===== src/rtl/mc_control.sv =====
// mc_control: multicycle main control FSM (fetch/decode/execute/mem/writeback) for the MIPS-subset CPU.
// Define MC_BNE_EN to add the BNE state and the BranchNe output.
module mc_control #(
    parameter int unsigned ST_W = 4
) (
    input  logic            clk,
    input  logic            resetn,
    input  logic [5:0]      op,
    input  logic            zero,
    output logic            PCWrite,
    output logic            PCWriteCond,
    output logic            IorD,
    output logic            MemRead,
    output logic            MemWrite,
    output logic            IRWrite,
    output logic            MemtoReg,
    output logic            RegDst,
    output logic            RegWrite,
    output logic            ALUSrcA,
    output logic [1:0]      ALUSrcB,
    output logic [1:0]      ALUOp,
    output logic [1:0]      PCSource,
    output logic            Done,
`ifdef MC_BNE_EN
    output logic            BranchNe,
`endif
    output logic [ST_W-1:0] state
);

    localparam logic [5:0] OP_RTYPE = 6'h00;
    localparam logic [5:0] OP_J     = 6'h02;
    localparam logic [5:0] OP_BEQ   = 6'h04;
    localparam logic [5:0] OP_BNE   = 6'h05;
    localparam logic [5:0] OP_ADDI  = 6'h08;
    localparam logic [5:0] OP_LW    = 6'h23;
    localparam logic [5:0] OP_SW    = 6'h2B;

    typedef enum logic [ST_W-1:0] {
        ST_FETCH  = ST_W'(0),
        ST_DECODE = ST_W'(1),
        ST_MEMADR = ST_W'(2),
        ST_MEMRD  = ST_W'(3),
        ST_MEMWB  = ST_W'(4),
        ST_MEMWR  = ST_W'(5),
        ST_RTEX   = ST_W'(6),
        ST_RTWB   = ST_W'(7),
        ST_BEQ    = ST_W'(8),
        ST_JUMP   = ST_W'(9),
        ST_ADDIEX = ST_W'(10),
        ST_ADDIWB = ST_W'(11),
        ST_BNE    = ST_W'(12)
    } state_e;

    state_e state_q;
    state_e state_d;

    // The ALU zero flag is combined with PCWriteCond in the datapath, not here.
    logic unused_zero;
    assign unused_zero = zero;

    always_ff @(posedge clk or negedge resetn) begin
        if (!resetn) begin
            state_q <= ST_FETCH;
        end else begin
            state_q <= state_d;
        end
    end

    assign state = state_q;

    always_comb begin
        state_d     = ST_FETCH;
        PCWrite     = 1'b0;
        PCWriteCond = 1'b0;
        IorD        = 1'b0;
        MemRead     = 1'b0;
        MemWrite    = 1'b0;
        IRWrite     = 1'b0;
        MemtoReg    = 1'b0;
        RegDst      = 1'b0;
        RegWrite    = 1'b0;
        ALUSrcA     = 1'b0;
        ALUSrcB     = 2'd0;
        ALUOp       = 2'd0;
        PCSource    = 2'd0;
        Done        = 1'b0;
`ifdef MC_BNE_EN
        BranchNe    = 1'b0;
`endif
        case (state_q)
            ST_FETCH: begin
                MemRead = 1'b1;
                IRWrite = 1'b1;
                ALUSrcB = 2'd1;
                PCWrite = 1'b1;
                state_d = ST_DECODE;
            end
            ST_DECODE: begin
                ALUSrcB = 2'd3;
                case (op)
                    OP_RTYPE:     state_d = ST_RTEX;
                    OP_LW, OP_SW: state_d = ST_MEMADR;
                    OP_BEQ:       state_d = ST_BEQ;
                    OP_J:         state_d = ST_JUMP;
                    OP_ADDI:      state_d = ST_ADDIEX;
`ifdef MC_BNE_EN
                    OP_BNE:       state_d = ST_BNE;
`endif
                    default:      state_d = ST_FETCH;
                endcase
            end
            ST_MEMADR: begin
                ALUSrcA = 1'b1;
                ALUSrcB = 2'd2;
                state_d = (op == OP_LW) ? ST_MEMRD : ST_MEMWR;
            end
            ST_MEMRD: begin
                MemRead = 1'b1;
                IorD    = 1'b1;
                state_d = ST_MEMWB;
            end
            ST_MEMWB: begin
                RegWrite = 1'b1;
                MemtoReg = 1'b1;
                Done     = 1'b1;
            end
            ST_MEMWR: begin
                MemWrite = 1'b1;
                IorD     = 1'b1;
                Done     = 1'b1;
            end
            ST_RTEX: begin
                ALUSrcA = 1'b1;
                ALUOp   = 2'd2;
                state_d = ST_RTWB;
            end
            ST_RTWB: begin
                RegWrite = 1'b1;
                RegDst   = 1'b1;
                Done     = 1'b1;
            end
            ST_BEQ: begin
                ALUSrcA     = 1'b1;
                ALUOp       = 2'd1;
                PCWriteCond = 1'b1;
                PCSource    = 2'd1;
                Done        = 1'b1;
            end
            ST_JUMP: begin
                PCWrite  = 1'b1;
                PCSource = 2'd2;
                Done     = 1'b1;
            end
            ST_ADDIEX: begin
                ALUSrcA = 1'b1;
                ALUSrcB = 2'd2;
                state_d = ST_ADDIWB;
            end
            ST_ADDIWB: begin
                RegWrite = 1'b1;
                Done     = 1'b1;
            end
`ifdef MC_BNE_EN
            ST_BNE: begin
                ALUSrcA     = 1'b1;
                ALUOp       = 2'd1;
                PCWriteCond = 1'b1;
                PCSource    = 2'd1;
                Done        = 1'b1;
                BranchNe    = 1'b1;
            end
`endif
            default: ;
        endcase
        // Enables and strobes are held low for the whole time reset is asserted.
        if (!resetn) begin
            PCWrite     = 1'b0;
            PCWriteCond = 1'b0;
            MemRead     = 1'b0;
            MemWrite    = 1'b0;
            IRWrite     = 1'b0;
            RegWrite    = 1'b0;
            Done        = 1'b0;
`ifdef MC_BNE_EN
            BranchNe    = 1'b0;
`endif
        end
    end

endmodule


===== config.mk =====
export PLATFORM = sky130hd
export DESIGN_NAME = mc_control
export DESIGN_NICKNAME = d
export VERILOG_FILES = /design/src/rtl/mc_control.sv
export SDC_FILE = /design/constraint.sdc
export NUM_CORES = 1
export LEC_CHECK = 0
export CELL_PAD_IN_SITES_DETAIL_PLACEMENT = 0
export CELL_PAD_IN_SITES_GLOBAL_PLACEMENT = 1
export CORE_UTILIZATION = 24
export CTS_CLUSTER_SIZE = 14
export DETAILED_ROUTE_END_ITERATION = 7
export GPL_ROUTABILITY_DRIVEN = 0
export PLACE_DENSITY = 0.88
export SETUP_SLACK_MARGIN = 0.1
export SYNTH_ARGS = -nofsm -noshare
export SYNTH_HDL_FRONTEND = slang
export SYNTH_SLANG_ARGS = --single-unit

===== constraint.sdc =====
create_clock -name clk -period 3.5 [get_ports clk]
set_input_delay 0.525 -clock clk [delete_from_list [all_inputs] [get_ports clk]]
set_output_delay 0.525 -clock clk [all_outputs]
set_load 0.05 [all_outputs]

After elaboration in Yosys (flattened, before gate mapping) --
Cells that the tools add are included.
Word-level totals: bits in registers 4, bits in latches 0, RAM bits 0, ROM bits 0, bits of input ports 9, output and inout port bits 21, word-level logic and storage cells 51, memories kept 0
Cells by class: add/sub/neg operators 0, multipliers 0, div/mod/pow operators 0, magnitude comparators 0, equal/unequal tests 16, shift-type cells 0, muxes and demuxes 24, bitwise operators 0, reductions and logical operators 10
Operator list (number):
- 4-bit case mux with 6 select lines | 1
- 4-bit case mux with 5 select lines | 1
- 1-bit two-way mux | 18
- 4-bit by 3-bit == test with 1-bit output, second input constant | 4
- 4-bit == test, second input constant | 4
- 6-bit == test, second input constant | 2
- 2-bit OR reduction | 5
- 4-bit by 2-bit == test with 1-bit output, second input constant | 2
- 2-bit case mux with 2 select lines | 2
- 6-bit by 2-bit == test with 1-bit output, second input constant | 1
- 6-bit by 3-bit == test with 1-bit output, second input constant | 1
- 6-bit by 4-bit == test with 1-bit output, second input constant | 1
- 6-bit logical NOT | 1
- 2-bit case mux with 3 select lines | 1
- 6-bit OR reduction | 1
- 4-bit by 1-bit == test with 1-bit output, second input constant | 1
- 4-bit logical NOT | 1
- 4-bit OR reduction | 1
- 3-bit two-way mux | 1
- 3-bit OR reduction | 1

Logic depth before layout (Yosys ltp) --
depth after elaboration 4, mapped depth 5

Least setup slack after synthesis --
No wires, ideal clock.
kind register to output, from register state_q[3], in the netlist state[3], to output port RegWrite, data arrival time 2.898 ns, data required time 2.975 ns, setup slack 0.077 ns, cell stages (with the launch flop) 6, cells stage by stage dfrtp_1 buf_2 nand2b_1 nor3_1 a31oi_1 nor2_1
On the way: longest elaborated chain between the ends 4
RTL lines:
- start: declaration | RTL line 54 | state_e state_q;
- start signal: assignment | RTL line 65 | state_q <= state_d;
- 4-bit == test or 4-bit by 3-bit == test with 1-bit output (tied branches) | RTL line 90 | case (state_q)
- 3-bit OR reduction (no line) (*)
- 1-bit two-way mux (*) | RTL line 90
- 1-bit two-way mux (*) | RTL line 176 | if (!resetn) begin
- end: declaration | RTL line 18 | output logic RegWrite,
Every way passes the cells marked *; elsewhere a longest branch is shown, timed or not.

Worst setup path in the final report --
from input port resetn, to output port PCWrite
On the way: longest elaborated chain between the ends 1
RTL lines:
- start: declaration | RTL line 7 | input logic resetn,
- 1-bit two-way mux | RTL line 176
- end: declaration | RTL line 10 | output logic PCWrite,
No other way between the ends.

==> metrics.cfg <==
[run_status]
status=complete, no violations

[timing]
timing_hold_violations_final=0
tightestPinTransition_ns=0.570
setup_viol=0
slew_headroom_pct=62.0
rsz0062_at_grt=false
skew_ns=0.00601
fin_crit_ns=2.90
fmax_mhz=345
slew_viol_final=0
tns_ns=0
finalCritPeriodShare_pct=82.8

[cells_and_area]
multi_input_area_um2=318
drive_gt1_share_pct=5.38
fillers=199
area_growth_pct=68.6
seq_area_um2=100
antenna_cells=0
largest_reg_flops=4
layout.nets=104

[drt]
drtIter0Drc=6
vias=578
drt.antenna.violating_nets=0
wl_per_cell_um=10.9
dr.pass1.iters=4
viasPerCell=4.90
routed_wl_um=1290
drt_drc_violations_left=0

[worst_setup_path]
cp-end-kind=output pin
arrival_ns=2.37
cp_max_fo=7
r2r_start=state[0]$_DFF_PN0_
crit_type=input port to output pin
crit_required_ns=2.97
crit_start=resetn
crit_path_start_kind=input port

[die]
die_x_um=45.3
ios=30
die_y_um=45.3
initial_core_util_pct=25.8
rows=15
die_area_um2=2050
coreArea_um2=1750

[synth]
ys_async_sr_fraction_pct=100
synth_largest_area_cell=dfrtp_1
ys_top_cells_by_area=dfrtp_1 (22%), nor3_1 (8.9%), nor2_1 (8.3%)
synthCells=68
synth_seq_cells=4
syn-num-nets=77
synth_top_area_share_pct=22.2
ys_seq_area_share_pct=22.2
netlist_area_um2=450
synth_cell_type_count=26
yosysWarningCount=0
netlist_top_cells_count=nor2_1 (10), nand2_1 (9), nor3_1 (8)
yosysMostFrequentCell=nor2_1
synth_ff_type=dfrtp_1
synth_area_per_cell_um2=6.62
synth_edf_count=0

[power_and_ir_drop]
powerDensity_nw_per_um2=530
p_seq_share_pct=22.6
p_int_w=0.000183
leakagePower_nw=0.273
ir_drop_v=0.000169
switchingPower_w=0.000220
power_frac_clock_pct=14.0
fin_total_pwr_w=0.000403
pwr-share-comb_pct=63.3
switching_share_pct=54.6

[placement]
port_buffers=28
detailedPlacementHpwl_um=964

[min_path]
hp-class=input port to async pin

[cts]
max-clock-path-buffers=2
insertion_delay_ns=0.23
htreeDepth=1
clock-sinks=4
cts_tree=yes
cts_resized=0
cts-root-buf=clkbuf_4
cts_buffers=3
postCtsHoldBufs=0
cts_setup_buffers=0
path_clk_slew_ns=0.04

[global_route]
grt_pass1_vias=521
grt_pass1_wl_um=2200
grt_overflow=0
antenna_found_initial=0
grt.total_usage_pct=15.3
grt_max_degree=18

[job]
cap_violations=0

==> power groups by stage <==
| stage | Combinational, W | Sequential, W | Clock, W |
|---|---|---|---|
| floorplan | 0.000184 | 0.0000870 | 0 |
| global placement | 0.000254 | 0.0000923 | 0 |
| detailed placement | 0.000255 | 0.0000923 | 0 |
| CTS | 0.000255 | 0.0000917 | 0.0000577 |
| global route | 0.000272 | 0.0000958 | 0.0000624 |
| finish | 0.000255 | 0.0000911 | 0.0000565 |
==> worst paths after layout <==
check                                     end  slack (ns)  depth (start not counted)
hold reg to reg            state[0]$_DFF_PN0_        0.77                          1
setup / recovery                      PCWrite        0.60                          4
min in group clk           state[0]$_DFF_PN0_        0.77                          1
hold / removal             state[3]$_DFF_PN0_        0.53                          1
setup reg to reg           state[1]$_DFF_PN0_        1.84                          4
max in group asynchronous  state[1]$_DFF_PN0_        2.75                          1
==> routing by layer <==
| layer | wire [µm] | vias to the layer above | GRT usage, % | share of wire (%) |
|---|---|---|---|---|
| li1 | - | 298 | - | - |
| met1 | 607 | 250 | 18.7 | 47 |
| met2 | 595 | 30 | 22.6 | 46 |
| met3 | 86 | 0 | 4.00 | 6.7 |
| met4 | 0 | 0 | 11.5 | 0 |
| met5 | 0 | - | 0 | 0 |
==> cells in the final DEF, fill, tap and decap left out, types with 2 or more instances in the layout <==
master	synthesis	routed
clkdlybuf4s50_1	0	28
nor2_1	10	10
nand2_1	9	9
nor3_1	8	7
dfrtp_1	4	4
nand2b_1	3	3
o21ai_0	3	3
a21oi_1	3	3
clkbuf_4	0	3
xor2_1	2	2
nand3_1	2	2
inv_1	2	2
nor4_1	2	2
o41ai_1	2	2
nor3b_1	2	2
==> critical path: stages <==
cell and delay (ns):
clkdlybuf4s50_1 0.62, inv_1 0.13, nor4_1 0.24, clkdlybuf4s50_1 0.85
==> stage by stage <==
stage,cells,cell area (µm²),hold WS (ns),util (%),setup slack [ns]
5_1_grt,118,759,0.547,43.5,0.448
3_3_place_gp,115,737,0.771,42.2,0.611
4_1_cts,118,759,0.530,43.5,0.589
6_report,118,759,0.532,43.5,0.602
2_1_floorplan,68,455,0.229,-,0.431
3_5_place_dp,115,737,0.776,42.2,0.594
==> cells by family after synthesis <==
family | share of synthesized area (%)
buffers and inverters | 8.33
xor gates and xnor gates | 5.83
and+or+nand+nor | 44.7
DFF | 22.2
AOI/OAI and AO/OA | 18.9
==> area by class of cell <==
| cell class | count | area share, % |
|---|---|---|
| Sequential cell | 4 | 13.2 |
| Clock buffer | 3 | 2.97 |
| Timing Repair Buffer | 28 | 36.9 |
| Tap cell | 25 | 4.12 |
| Multi-Input combinational cell | 56 | 41.8 |
| Inverter | 2 | 0.988 |
(Power assumes the default switching activity.)
